$ cat config.mk
export PLATFORM = sky130hd
export DESIGN_NAME = wb_rr_arbiter_flat
export DESIGN_NICKNAME = d
export VERILOG_FILES = /design/src/rtl/wb_rr_arbiter_if.sv /design/src/rtl/wb_rr_arbiter.sv /design/src/flat_wrapper.sv
export SDC_FILE = /design/constraint.sdc
export NUM_CORES = 1
export LEC_CHECK = 0
export BUFFER_PORTS_ARGS = -buffer_cell sky130_fd_sc_hd__clkbuf_2
export CORE_AREA = 2 2 158 160
export CTS_CLUSTER_DIAMETER = 200
export DETAILED_ROUTE_END_ITERATION = 8
export DIE_AREA = 0 0 160 162
export PLACE_DENSITY_LB_ADDON = 0.12
export SLEW_MARGIN = 20
export SYNTH_ARGS = -nofsm -noshare
export SYNTH_HDL_FRONTEND = slang
export SYNTH_SLANG_ARGS = --single-unit
$ cat constraint.sdc
create_clock -name i_clk -period 3.3 [get_ports i_clk]
set_input_delay 0.99 -clock i_clk [delete_from_list [all_inputs] [get_ports i_clk]]
set_output_delay 0.99 -clock i_clk [all_outputs]
set_load 0.1 [all_outputs]
$ cat src/rtl/wb_rr_arbiter_if.sv
// Bus bundle for the round-robin Wishbone arbiter: NIN upstream masters on
// the i_s*/o_s* side, one downstream master port on the o_m*/i_m* side.
// "slave" is the arbiter's own view; "master" is the view of the
// surrounding logic that drives the upstream requests and models the
// downstream slave.
interface wb_rr_arbiter_if #(
    parameter int NIN = 4,
    parameter int AW  = 26,
    parameter int DW  = 32
);
    // upstream requesters
    logic [NIN-1:0]        i_scyc;
    logic [NIN-1:0]        i_sstb;
    logic [NIN-1:0]        i_swe;
    logic [NIN*AW-1:0]     i_saddr;
    logic [NIN*DW-1:0]     i_sdata;
    logic [NIN*DW/8-1:0]   i_ssel;
    logic [NIN-1:0]        o_sstall;
    logic [NIN-1:0]        o_sack;
    logic [NIN-1:0]        o_serr;
    logic [DW-1:0]         o_sdata;
    // downstream master port
    logic                  o_mcyc;
    logic                  o_mstb;
    logic                  o_mwe;
    logic [AW-1:0]         o_maddr;
    logic [DW-1:0]         o_mdata;
    logic [DW/8-1:0]       o_msel;
    logic                  i_mstall;
    logic                  i_mack;
    logic                  i_merr;
    logic [DW-1:0]         i_mdata;
    // current owner, one-hot
    logic [NIN-1:0]        o_grant;

    modport slave (
        input  i_scyc, i_sstb, i_swe, i_saddr, i_sdata, i_ssel,
        output o_sstall, o_sack, o_serr, o_sdata,
        output o_mcyc, o_mstb, o_mwe, o_maddr, o_mdata, o_msel,
        input  i_mstall, i_mack, i_merr, i_mdata,
        output o_grant
    );

    modport master (
        output i_scyc, i_sstb, i_swe, i_saddr, i_sdata, i_ssel,
        input  o_sstall, o_sack, o_serr, o_sdata,
        input  o_mcyc, o_mstb, o_mwe, o_maddr, o_mdata, o_msel,
        output i_mstall, i_mack, i_merr, i_mdata,
        input  o_grant
    );
endinterface

$ cat src/rtl/wb_rr_arbiter.sv
// Round-robin pipelined-Wishbone arbiter. The winner keeps the downstream
// port for its whole CYC; outstanding requests are counted so ACK/ERR are
// routed only to the owner, and a hung cycle can be ended with a bus error
// after TIMEOUT silent cycles (TIMEOUT=0 disables the timer).
module wb_rr_arbiter #(
    parameter int NIN     = 4,
    parameter int AW      = 26,
    parameter int DW      = 32,
    parameter int LGOUT   = 4,
    parameter int TIMEOUT = 0
) (
    input  logic           i_clk,
    input  logic           i_reset,
    wb_rr_arbiter_if.slave bus
);
    localparam int LW = (NIN > 1) ? $clog2(NIN) : 1;
    localparam int TW = $clog2(TIMEOUT + 1) + 2;

    localparam logic             TMO_EN     = (TIMEOUT > 0);
    localparam logic [TW-1:0]    TMO_VAL    = TW'(TIMEOUT);
    localparam logic [TW-1:0]    TIMER_ZERO = {TW{1'b0}};
    localparam logic [TW-1:0]    TIMER_ONE  = {{(TW-1){1'b0}}, 1'b1};
    localparam logic [LGOUT-1:0] OUT_MAX    = {LGOUT{1'b1}};
    localparam logic [LGOUT-1:0] OUT_ZERO   = {LGOUT{1'b0}};
    localparam logic [LGOUT-1:0] OUT_ONE    = {{(LGOUT-1){1'b0}}, 1'b1};
    localparam logic [NIN-1:0]   GRANT_ONE  = {{(NIN-1){1'b0}}, 1'b1};
    localparam logic [NIN-1:0]   ALL_ONES   = {NIN{1'b1}};
    localparam logic [NIN-1:0]   ALL_ZEROS  = {NIN{1'b0}};
    localparam logic [LW-1:0]    LAST_INIT  = LW'(NIN - 1);

    typedef enum logic [1:0] {
        ST_IDLE    = 2'd0,
        ST_OWNED   = 2'd1,
        ST_ERRWAIT = 2'd2
    } state_t;

    state_t            state_r, state_s;
    logic [LW-1:0]     owner_r, owner_s;
    logic [LW-1:0]     last_r, last_s;
    logic [LGOUT-1:0]  out_r, out_s;
    logic [TW-1:0]     timer_r, timer_s;
    logic [NIN-1:0]    grant_r, grant_s;

    logic              own_cyc_s;
    logic              own_stb_s;
    logic              full_s;
    logic              ack_ok_s;
    logic              err_ok_s;
    logic              tmo_s;
    logic              mcyc_s;
    logic              mstb_s;
    logic [NIN-1:0]    sstall_s;
    logic [NIN-1:0]    sack_s;
    logic [NIN-1:0]    serr_s;
    logic [LW:0]       pick_s;

    // Round-robin search: first requester after 'last' (wrapping); MSB = found.
    function automatic logic [LW:0] rr_pick(input logic [NIN-1:0] req,
                                            input logic [LW-1:0]  last);
        logic [LW:0] res;
        int          idx;
        res = {(LW+1){1'b0}};
        // walk from the farthest slot down so the nearest hit is kept
        for (int i = NIN; i >= 1; i--) begin
            idx = (int'(last) + i) % NIN;
            if (req[idx]) begin
                res = {1'b1, LW'(idx)};
            end else begin
                res = res;
            end
        end
        return res;
    endfunction

    assign own_cyc_s = bus.i_scyc[owner_r];
    assign own_stb_s = bus.i_sstb[owner_r];
    assign full_s    = (out_r == OUT_MAX);
    assign ack_ok_s  = bus.i_mack && (out_r != OUT_ZERO);
    assign err_ok_s  = bus.i_merr && (out_r != OUT_ZERO);
    assign tmo_s     = TMO_EN && (timer_r == TMO_VAL);
    assign pick_s    = rr_pick(bus.i_scyc & bus.i_sstb, last_r);

    // Bus handshake outputs for the current state and owner.
    always_comb begin
        mcyc_s   = 1'b0;
        mstb_s   = 1'b0;
        sstall_s = ALL_ONES;
        sack_s   = ALL_ZEROS;
        serr_s   = ALL_ZEROS;
        case (state_r)
            ST_OWNED: begin
                mcyc_s            = own_cyc_s;
                mstb_s            = own_cyc_s && own_stb_s && !full_s;
                sstall_s[owner_r] = bus.i_mstall || full_s;
                // an error (bus or timeout) swallows a coincident ACK
                if (err_ok_s || tmo_s) begin
                    serr_s[owner_r] = 1'b1;
                end else if (ack_ok_s) begin
                    sack_s[owner_r] = 1'b1;
                end else begin
                    sack_s = ALL_ZEROS;
                end
            end
            ST_IDLE, ST_ERRWAIT: begin
                mcyc_s = 1'b0;
            end
            default: begin
                mcyc_s = 1'b0;
            end
        endcase
    end

    // Next-state: arbitration, release, error handling and counters.
    always_comb begin
        state_s = state_r;
        owner_s = owner_r;
        last_s  = last_r;
        out_s   = out_r;
        timer_s = timer_r;
        grant_s = grant_r;
        case (state_r)
            ST_IDLE: begin
                if (pick_s[LW]) begin
                    owner_s = pick_s[LW-1:0];
                    last_s  = pick_s[LW-1:0];
                    grant_s = GRANT_ONE << pick_s[LW-1:0];
                    out_s   = OUT_ZERO;
                    timer_s = TIMER_ZERO;
                    state_s = ST_OWNED;
                end else begin
                    state_s = ST_IDLE;
                end
            end
            ST_OWNED: begin
                if (!own_cyc_s) begin
                    // release (also aborts anything still outstanding)
                    state_s = ST_IDLE;
                    grant_s = ALL_ZEROS;
                    out_s   = OUT_ZERO;
                    timer_s = TIMER_ZERO;
                end else if (err_ok_s || tmo_s) begin
                    state_s = ST_ERRWAIT;
                    out_s   = OUT_ZERO;
                    timer_s = TIMER_ZERO;
                end else begin
                    case ({mstb_s && !bus.i_mstall, ack_ok_s})
                        2'b10:   out_s = out_r + OUT_ONE;
                        2'b01:   out_s = out_r - OUT_ONE;
                        default: out_s = out_r;
                    endcase
                    if (TMO_EN && (out_r != OUT_ZERO) && !bus.i_mack && !bus.i_merr) begin
                        timer_s = timer_r + TIMER_ONE;
                    end else begin
                        timer_s = TIMER_ZERO;
                    end
                end
            end
            ST_ERRWAIT: begin
                if (!own_cyc_s) begin
                    state_s = ST_IDLE;
                    grant_s = ALL_ZEROS;
                end else begin
                    state_s = ST_ERRWAIT;
                end
            end
            default: begin
                state_s = ST_IDLE;
                grant_s = ALL_ZEROS;
                out_s   = OUT_ZERO;
                timer_s = TIMER_ZERO;
            end
        endcase
    end

    // State, owner, pointer and counter registers with async reset.
    always_ff @(posedge i_clk or posedge i_reset) begin
        if (i_reset) begin
            state_r <= ST_IDLE;
            owner_r <= {LW{1'b0}};
            last_r  <= LAST_INIT;
            out_r   <= OUT_ZERO;
            timer_r <= TIMER_ZERO;
            grant_r <= ALL_ZEROS;
        end else begin
            state_r <= state_s;
            owner_r <= owner_s;
            last_r  <= last_s;
            out_r   <= out_s;
            timer_r <= timer_s;
            grant_r <= grant_s;
        end
    end

    assign bus.o_mcyc   = mcyc_s;
    assign bus.o_mstb   = mstb_s;
    assign bus.o_mwe    = bus.i_swe[owner_r];
    assign bus.o_maddr  = bus.i_saddr[owner_r*AW +: AW];
    assign bus.o_mdata  = bus.i_sdata[owner_r*DW +: DW];
    assign bus.o_msel   = bus.i_ssel[owner_r*(DW/8) +: (DW/8)];
    assign bus.o_sstall = sstall_s;
    assign bus.o_sack   = sack_s;
    assign bus.o_serr   = serr_s;
    assign bus.o_sdata  = bus.i_mdata;
    assign bus.o_grant  = grant_r;
endmodule

$ cat src/flat_wrapper.sv
// flat-port wrapper written by rule: the top's interface ports become plain ports
module wb_rr_arbiter_flat 
#(
    parameter int NIN     = 4,
    parameter int AW      = 26,
    parameter int DW      = 32,
    parameter int LGOUT   = 4,
    parameter int TIMEOUT = 0
)
  (i_clk, i_reset, bus_i_scyc, bus_i_sstb, bus_i_swe, bus_i_saddr, bus_i_sdata, bus_i_ssel, bus_o_sstall, bus_o_sack, bus_o_serr, bus_o_sdata, bus_o_mcyc, bus_o_mstb, bus_o_mwe, bus_o_maddr, bus_o_mdata, bus_o_msel, bus_i_mstall, bus_i_mack, bus_i_merr, bus_i_mdata, bus_o_grant);
  wb_rr_arbiter_if #(.NIN(NIN), .AW(AW), .DW(DW)) bus_i ();
  input  logic i_clk;
  input  logic i_reset;
  input wire logic [$bits(bus_i.i_scyc)-1:0] bus_i_scyc;
  input wire logic [$bits(bus_i.i_sstb)-1:0] bus_i_sstb;
  input wire logic [$bits(bus_i.i_swe)-1:0] bus_i_swe;
  input wire logic [$bits(bus_i.i_saddr)-1:0] bus_i_saddr;
  input wire logic [$bits(bus_i.i_sdata)-1:0] bus_i_sdata;
  input wire logic [$bits(bus_i.i_ssel)-1:0] bus_i_ssel;
  output wire logic [$bits(bus_i.o_sstall)-1:0] bus_o_sstall;
  output wire logic [$bits(bus_i.o_sack)-1:0] bus_o_sack;
  output wire logic [$bits(bus_i.o_serr)-1:0] bus_o_serr;
  output wire logic [$bits(bus_i.o_sdata)-1:0] bus_o_sdata;
  output wire logic [$bits(bus_i.o_mcyc)-1:0] bus_o_mcyc;
  output wire logic [$bits(bus_i.o_mstb)-1:0] bus_o_mstb;
  output wire logic [$bits(bus_i.o_mwe)-1:0] bus_o_mwe;
  output wire logic [$bits(bus_i.o_maddr)-1:0] bus_o_maddr;
  output wire logic [$bits(bus_i.o_mdata)-1:0] bus_o_mdata;
  output wire logic [$bits(bus_i.o_msel)-1:0] bus_o_msel;
  input wire logic [$bits(bus_i.i_mstall)-1:0] bus_i_mstall;
  input wire logic [$bits(bus_i.i_mack)-1:0] bus_i_mack;
  input wire logic [$bits(bus_i.i_merr)-1:0] bus_i_merr;
  input wire logic [$bits(bus_i.i_mdata)-1:0] bus_i_mdata;
  output wire logic [$bits(bus_i.o_grant)-1:0] bus_o_grant;
  assign bus_i.i_scyc = bus_i_scyc;
  assign bus_i.i_sstb = bus_i_sstb;
  assign bus_i.i_swe = bus_i_swe;
  assign bus_i.i_saddr = bus_i_saddr;
  assign bus_i.i_sdata = bus_i_sdata;
  assign bus_i.i_ssel = bus_i_ssel;
  assign bus_o_sstall = bus_i.o_sstall;
  assign bus_o_sack = bus_i.o_sack;
  assign bus_o_serr = bus_i.o_serr;
  assign bus_o_sdata = bus_i.o_sdata;
  assign bus_o_mcyc = bus_i.o_mcyc;
  assign bus_o_mstb = bus_i.o_mstb;
  assign bus_o_mwe = bus_i.o_mwe;
  assign bus_o_maddr = bus_i.o_maddr;
  assign bus_o_mdata = bus_i.o_mdata;
  assign bus_o_msel = bus_i.o_msel;
  assign bus_i.i_mstall = bus_i_mstall;
  assign bus_i.i_mack = bus_i_mack;
  assign bus_i.i_merr = bus_i_merr;
  assign bus_i.i_mdata = bus_i_mdata;
  assign bus_o_grant = bus_i.o_grant;
  wb_rr_arbiter #(.NIN(NIN), .AW(AW), .DW(DW), .LGOUT(LGOUT), .TIMEOUT(TIMEOUT)) u_core (.i_clk(i_clk), .i_reset(i_reset), .bus(bus_i));
endmodule
### Yosys cells after proc, flatten, opt, wreduce, memory -nomap -nowiden

Cells that the tools add are included.

* logic and storage cells: 103
* register bits after elaboration: 14
* output and inout bits: 113
* input port bits: 297

* order comparisons: 6
* shift operators: 4
* bitwise logic cells: 8
* multiplexer cells: 45
* add/subtract/negate cells: 6
* multipliers: 1
* eq/ne operators: 9
* reductions and logical operators: 19

Operator list (count)
* 128-bit by 8-bit indexed part select with 32-bit output: 1
* 104-bit by 8-bit indexed part select with 26-bit output: 1
* 4-bit two-way mux: 11
* 3-bit by 4-bit less-than comparator with 1-bit output (second input constant): 4
* 4-bit one-hot mux with 2 select lines: 2
* 16-bit by 5-bit indexed part select with 4-bit output: 1
* 1-bit two-way mux: 15
* 1-bit binary-select mux with 2-bit select: 7
* 3-bit two-way mux: 4
* 4-bit one-hot mux with 3 select lines: 1
* 2-bit OR reduction: 5
* 1-bit logical AND: 6
* 2-bit by 4-bit multiplier with 6-bit output (second input constant): 1
* 2-bit two-way mux: 3
* 2-bit one-hot mux with 3 select lines: 1
* 5-bit inequality test (second input constant): 1
* 2-bit by 1-bit adder with 2-bit output (second input constant): 2
* 2-bit adder (second input constant): 2
* 4-bit by 1-bit adder with 4-bit output (second input constant): 1
* 1-bit bitwise AND (first input constant): 4
* 4-bit bitwise AND: 1
* 2-bit by 1-bit equality test with 1-bit output (second input constant): 2
* 2-bit equality test (second input constant): 2
* 4-bit equality test (second input constant): 1
* 17 further kinds: 19

### Longest topological paths before layout

Gate-level depths: netlist of the first run.

* word-level depth: 13
* gate-level depth with buffers: 12
* mapped depth without buffers: 12

### Least setup slack after synthesis of the first run

Ideal clock, no wire load.

* path kind: register -> output
* start point: reg u_core.owner_r[1]
* end point: out bus_o_sack[3]
* required time: 2.310 ns
* data arrival time: 4.226 ns
* setup slack: -1.916 ns
* buffers on the path: 3
* cell stages (with the launch flop): 5
* cells stage by stage: dfrtp_1 > buf_6 > clkbuf_1 > clkbuf_1 > nor4b_1

* cells in the longest elaborated chain, start to end: 7
* elaborated cells between the ends (all ways): 8
* those cells by class: 2 x order compare; 5 x mux; 1 x reduce/logical

Ends and longest elaborated chain
* start: declaration: RTL line wb_rr_arbiter.sv:38 `logic [LW-1:0] owner_r, owner_s;`
* start signal: assignment: RTL line wb_rr_arbiter.sv:179 `owner_r <= {LW{1'b0}};`
* start signal: assignment: RTL line wb_rr_arbiter.sv:186 `owner_r <= owner_s;`
* 2-bit by 3-bit less-than comparator with 1-bit output (implied by the code) or 2-bit by 1-bit >= comparator with 1-bit output (tied branches): RTL line wb_rr_arbiter.sv:99 `sack_s[owner_r] = 1'b1;`
* 1-bit logical AND (implied by the code): RTL line wb_rr_arbiter.sv:99
* 1-bit two-way mux (implied by the code): RTL line wb_rr_arbiter.sv:99
* 1-bit demux with 2-bit select *
* 4-bit two-way mux *: RTL line wb_rr_arbiter.sv:98 `end else if (ack_ok_s) begin`
* 4-bit two-way mux *: RTL line wb_rr_arbiter.sv:96 `if (err_ok_s || tmo_s) begin`
* 4-bit two-way mux *: RTL line wb_rr_arbiter.sv:90 `case (state_r)`
* end: declaration: RTL line flat_wrapper.sv:21 `output wire logic [$bits(bus_i.o_sack)-1:0] bus_o_sack;`

Every way passes the cells marked *; elsewhere a longest branch is shown, timed or not.

### Final worst setup path of the first run

* start point: in bus_i_scyc[3]
* end point: out bus_o_mstb

* cells in the longest elaborated chain, start to end: 5

Ends and longest elaborated chain
* start: declaration: RTL line flat_wrapper.sv:14 `input wire logic [$bits(bus_i.i_scyc)-1:0] bus_i_scyc;`
* 1-bit binary-select mux with 2-bit select: RTL line wb_rr_arbiter.sv:75 `assign own_cyc_s = bus.i_scyc[owner_r];`
* 1-bit two-way mux (implied by the code): RTL line wb_rr_arbiter.sv:75
* 1-bit logical AND (2 in series): RTL line wb_rr_arbiter.sv:93 `mstb_s = own_cyc_s && own_stb_s && !full_s;`
* 1-bit two-way mux: RTL line wb_rr_arbiter.sv:90
* end: declaration: RTL line flat_wrapper.sv:25 `output wire logic [$bits(bus_i.o_mstb)-1:0] bus_o_mstb;`

Every way passes these cells. The select of a mux whose other input is x is not followed.

==> run summary, run 1 <==
CTS tree - built
wire length of the first global-routing pass - 25600 um
wire length after detailed routing - 17900 um
largest area contributor in the netlist - mux4_2
outcome - complete, no violations
element type at the critical path end - primary output
Die Wd - 160 um
minimum hold slack - 0.513 ns
GRT Resource Usage Total - 13.2%
Top FF cell, synth - dfrtp_1
level count of the clock H-tree - 1
post-layout utilization of the core - 23.4%
Fin Setup TNS - 0 ns
fraction of post-synthesis cell area in the top cell type by area - 50.9%
Design Area, Final - 0.00564 mm2
Routed wire per std cell - 20.7 um
maximum number of pins on one net before global-route repair - 38
endpoint required time on the critical path - 2.31 ns
measured slew at the worst slew-check pin - 0.614 ns
clock input transition at the sequential cells of the worst setup and hold paths - 0.05 ns
final count of hold timing violations - 0
post-route worst setup slack - 0.272 ns
most numerous cell in the Yosys netlist - mux4_2
CTS Buf Count - 3
Post-Synthesis Mean Instance Area - 12.7 um2
standard cell core area - 0.0241 mm2
# setup viols final - 0
number of synthesized register bits - 14
placer's final routability congestion estimate - 0.998
initial detailed-routing violation count - 211
worst setup timing slack at the placement stage - 0.238 ns
count of final max-slew check failures - 0
Max VDD drop - 0.000482 V
post-route fraction of the period consumed by the critical path - 91.8%
initial core utilization - 11.9%
Max Cap Viol - 0
Gates resized, CTS repair - 0
ranking of synthesized cells by area - mux4_2 (51%), dfrtp_1 (10%), buf_4 (8.3%), ha_1 (2.6%), dfstp_2 (1.8%)
final antenna-violating net count - 0
part of the Yosys area used for sequential elements - 12.3%
vias in the first global route - 3790
Gate Count Post-Synth - 227
PD cells - 1270 mW/mm2
critical path startpoint category - primary input
worst slew margin relative to its limit - 59.2%
largest clock skew in the final design - 0.00108 ns
count of different cell masters after synthesis - 52
proportion of synthesized flip-flops having asynchronous set or reset - 100%
synth cell count leaders - mux4_2 (65), buf_4 (32), nand2_1 (13)
Critical Path Fanout Max - 5
DR DRC count - 0
leakage power figure - 2.66 nW
number of buffers inserted by post-CTS setup repair - 0
Clk Latency, worst-skew pair - 0.24 ns
hold buffers post-CTS - 0
total number of vias - 3475
area of the die - 0.0259 mm2
I/O pin count - 410
standard cell area after detailed placement - 0.00556 mm2
Vias per Instance - 4.02
EDFF count, synth - 0
type of the most critical hold path - register to register
Syn Nets - 531
clock period minus worst slack - 3.03 ns
unrepaired setup endpoints after global routing - false
Max Clk Rate - 0.330 GHz
number of clock sinks - 14
DIE HEIGHT - 162 um
Clock Tree Buf Depth - 2
row count - 57
growth of design area from synthesis to finish - 96.0%
crit path DAT - 2.04 ns
buffers added on ports - 345
number of detailed-routing iterations run before antenna repair - 4
antenna violations before repair - 4
ratio of cells with drive above 1 in the final layout - 84.1%
count of warnings emitted by yosys - 0
dpl hpwl - 16100 um
aggregate global routing overflow - 0
Syn Std Cell Area - 0.00288 mm2
clock root buffer - clkbuf_16
number of nets in the finished design - 845
kind of critical path - primary input to primary output
power by group:
part | switching (mW) | internal (mW)
logic | 4.49 | 2.08
registers | 0.0828 | 0.243
clock network | 0.0766 | 0.164
worst paths after layout:
path	from	endpoint	slack (ns)	cells after the start
max	bus_i_scyc[3]	bus_o_mstb	0.27	6
min	u_core.bus.o_grant[3]$_DFFE_PP0P_	u_core.bus.o_grant[3]$_DFFE_PP0P_	0.51	2
max in group asynchronous	i_reset	u_core.owner_r[1]$_DFFE_PP0P_	2.06	2
min in group asynchronous	i_reset	u_core.out_r[0]$_DFFE_PP0P_	0.79	2
max reg2reg	u_core.state_r[1]$_DFFE_PP0P_	u_core.out_r[3]$_DFFE_PP0P_	0.63	13
min reg2reg	u_core.bus.o_grant[3]$_DFFE_PP0P_	u_core.bus.o_grant[3]$_DFFE_PP0P_	0.51	2
critical path: stages:
cell and delay, ns:
clkbuf_2 0.13, mux2i_1 0.15, a2bb2oi_4 0.20, buf_4 0.15
nor3_4 0.21, buf_12 0.20
placed cells by master (no fill, tap or decap), types with 2 or more instances in the layout:
master	count
a21oi_1	2
a221o_1	2
a22o_1	4
a22oi_1	3
a31oi_1	2
and2_1	2
buf_12	48
buf_4	12
clkbuf_16	3
clkbuf_2	298
dfrtp_1	10
dfrtp_4	2
dfstp_2	2
ha_1	6
inv_1	5
mux2_2	3
mux2i_1	2
mux4_2	65
nand2_1	13
nand2_2	2
nand3_1	5
nand4_1	2
nor2_1	5
nor3_1	3
nor4_4	2
nor4b_2	2
o21ai_0	5
o221ai_1	2
layer usage:
layer,routed length [um],GRT usage [%],vias up
met5,10,0,-
met4,191,2.01,2
met3,2030,5.54,15
met2,9120,23.6,206
met1,6570,14.9,1699
li1,-,-,1553
layout make-up:
type / instances / area [um2]
Sequential cell: 14 / 360
Antenna cell: 1 / 2.50
Clock buffer: 4 / 78.8
Tap cell: 324 / 405
Timing Repair Buffer: 358 / 2540
Fill cell: 2647 / 18500
Inverter: 7 / 27.5
Multi-Input combinational cell: 157 / 2220
registers in the layout, indices dropped and copies added, names as in the netlist:
register / count
u_core.last_r: 2
u_core.bus.o_grant: 4
u_core.owner_r: 2
u_core.out_r: 4
u_core.state_r: 2
through the flow:
step | std cells | power (mW)
5_1_grt | 864 | 7.39
3_3_place_gp | 860 | 6.97
3_5_place_dp | 860 | 6.98
2_1_floorplan | 227 | 5.20
6_report | 865 | 7.14
4_1_cts | 864 | 7.24
kinds of logic (layout without fill, tap and decap cells):
logic type | Yosys count | count (layout) | share of synthesized area (%)
AOI/OAI and AO/OA | 29 | 29 | 8.91
xor gates and xnor gates | 1 | 1 | 0.304
adders and majority gates | 7 | 7 | 3.30
buffers and inverters | 56 | 369 | 12.1
DFF | 14 | 14 | 12.3
muxes | 71 | 71 | 53.3
other | 0 | 1 | 0
and+or+nand+nor | 49 | 49 | 9.87
Power figures use the tool's default switching activity.
==> run 2: changes to the inputs <==
CORE_AREA = 5 5 157 159   (was 2 2 158 160)
DIE_AREA = 0 0 162 164   (was 0 0 160 162)
REMOVE_ABC_BUFFERS = 1   (was not set)
==> run 2 against run 1 <==
  * Count of clock-buffer cells in the layout did not move
  * Flip-flop and latch count did not move
  * Via count rose by 0.75%
  * Cell count fell by 4.2%
  * Sequential share of layout area rose by 0.55 points
  * Design area fell by 8.0%
  * Hold slack got worse by 0.0039 ns
  * Non-clock buffer count fell by 3
  * Fmax fell by 2.8%
  * Global-route usage fell by 0.64 points
  * Die area rose by 2.5%
  * Largest power group unchanged
==> run summary, run 2 (synthesis gave the netlist of run 1 again) <==
outcome - complete, no violations
maximum number of pins on one net before global-route repair - 44
standard cell area after detailed placement - 0.00509 mm2
initial detailed-routing violation count - 173
element type at the critical path end - primary output
crit path DAT - 2.12 ns
total number of vias - 3501
Max Clk Rate - 0.321 GHz
clock root buffer - clkbuf_16
level count of the clock H-tree - 1
CTS tree - built
standard cell core area - 0.0231 mm2
PD cells - 1270 mW/mm2
# setup viols final - 0
vias in the first global route - 3669
final count of hold timing violations - 0
DR DRC count - 0
count of final max-slew check failures - 0
startpoint of the most critical hold path - u_core.last_r[1]$_DFFE_PP1P_
worst slew margin relative to its limit - 60.2%
CTS Buf Count - 3
I/O pin count - 410
critical path startpoint category - register
placer's final routability congestion estimate - 0.824
aggregate global routing overflow - 0
post-route fraction of the period consumed by the critical path - 94.4%
Clk Latency, worst-skew pair - 0.24 ns
largest clock skew in the final design - 0.000854 ns
overall power - 6.57 mW
Hold Crit Depth - 2
area of the die - 0.0266 mm2
Vias per Instance - 4.22
endpoint required time on the critical path - 2.31 ns
end point of the worst hold path - u_core.last_r[1]$_DFFE_PP1P_
kind of critical path - register to primary output
number of nets in the finished design - 842
DIE HEIGHT - 164 um
number of clock sinks - 14
clock period minus worst slack - 3.11 ns
Critical Path Fanout Max - 5
wire length after detailed routing - 18600 um
growth of design area from synthesis to finish - 80.4%
Reg-to-Reg Start - u_core.state_r[1]$_DFFE_PP0P_
unrepaired setup endpoints after global routing - false
leading cell type in the layout, fill and taps excluded - clkbuf_2
antenna violations before repair - 2
number of cell instances on the worst register-to-register path - 13
Clock Tree Buf Depth - 2
row count - 56
buffers added on ports - 345
endpoint of the lowest-slack register-to-register path - u_core.out_r[3]$_DFFE_PP0P_
leakage power figure - 2.52 nW
dpl hpwl - 16600 um
wire length of the first global-routing pass - 25300 um
ratio of cells with drive above 1 in the final layout - 83.2%
final antenna-violating net count - 0
type of the most critical hold path - register to register
measured slew at the worst slew-check pin - 0.600 ns
Design Area, Final - 0.00519 mm2
Max Cap Viol - 0
clock input transition at the sequential cells of the worst setup and hold paths - 0.05 ns
Die Wd - 162 um
GRT Resource Usage Total - 12.5%
leading cell types in the layout, fill and taps excluded - clkbuf_2 (309), mux4_2 (65), buf_4 (24)
reg-to-reg setup timing slack - 0.51 ns
hold buffers post-CTS - 0
Max VDD drop - 0.000516 V
number of detailed-routing iterations run before antenna repair - 4
initial core utilization - 12.4%
Routed wire per std cell - 22.5 um
run 2: final cells by class:
| type | instances | area (um2) |
|---|---|---|
| Antenna cell | 2 | 5.00 |
| Clock buffer | 4 | 88.8 |
| Fill cell | 2511 | 17900 |
| Inverter | 7 | 27.5 |
| Multi-Input combinational cell | 157 | 2180 |
| Sequential cell | 14 | 360 |
| Tap cell | 290 | 363 |
| Timing Repair Buffer | 355 | 2170 |
run 2: how the worst max path moves through the flow:
stage                                        from                     endpoint  slack, ns  cells after the start
detailed placement                  bus_i_scyc[3]  u_core.out_r[3]$_DFFE_PP0P_       0.14                     11
global route        u_core.state_r[1]$_DFFE_PP0P_                   bus_o_mstb       0.04                      7
finish              u_core.state_r[1]$_DFFE_PP0P_                   bus_o_mstb       0.19                      7
global placement                    bus_i_sstb[3]  u_core.out_r[3]$_DFFE_PP0P_       0.18                      9
CTS                 u_core.state_r[1]$_DFFE_PP0P_                   bus_o_mstb       0.04                      7
floorplan           u_core.owner_r[0]$_DFFE_PP0P_                bus_o_sack[3]      -4.13                      2
run 2: critical path, stage by stage, from the launching register on:
cell and delay (ns):
dfrtp_1 0.40, inv_1 0.11, ha_1 0.29, nor2b_2 0.26, buf_4 0.16, a2bb2oi_4 0.08, nor3_1 0.35, buf_12 0.22
run 2: report_power, final:
part | switching (mW) | leakage, nW | internal, mW
Combinational | 4.36 | 2.30 | 1.63
Sequential | 0.0827 | 0.179 | 0.243
Clock | 0.0702 | 0.0442 | 0.184
Total | 4.52 | 2.52 | 2.06
run 2: stage by stage:
step	hold slack, ns	setup slack, ns	TNS [ns]	instances	util [%]
after CTS	0.511	0.0412	0	827	22.4
after floorplan	0.485	-4.13	-124.64	178	-
after global placement	0.489	0.180	0	823	22.0
after global routing	0.531	0.0444	0	829	22.5
after detailed placement	0.494	0.138	0	823	22.0
final	0.509	0.186	0	829	22.5
run 2: what timing repair did:
| action | CTS | global route |
|---|---|---|
| buffers inserted | 0 | 0 |
| endpoints found under the setup margin | 0 | 1 |
| gates resized for setup | 0 | 1 |
run 2: routing by layer:
metal / track usage, % / part of all wire, % / up-vias
met4: 2.50 / 1.2 / 0
met1: 15.9 / 39 / 1733
met3: 4.17 / 9.7 / 11
met2: 20.9 / 50 / 209
met5: 0.568 / 0 / -
li1: - / - / 1548
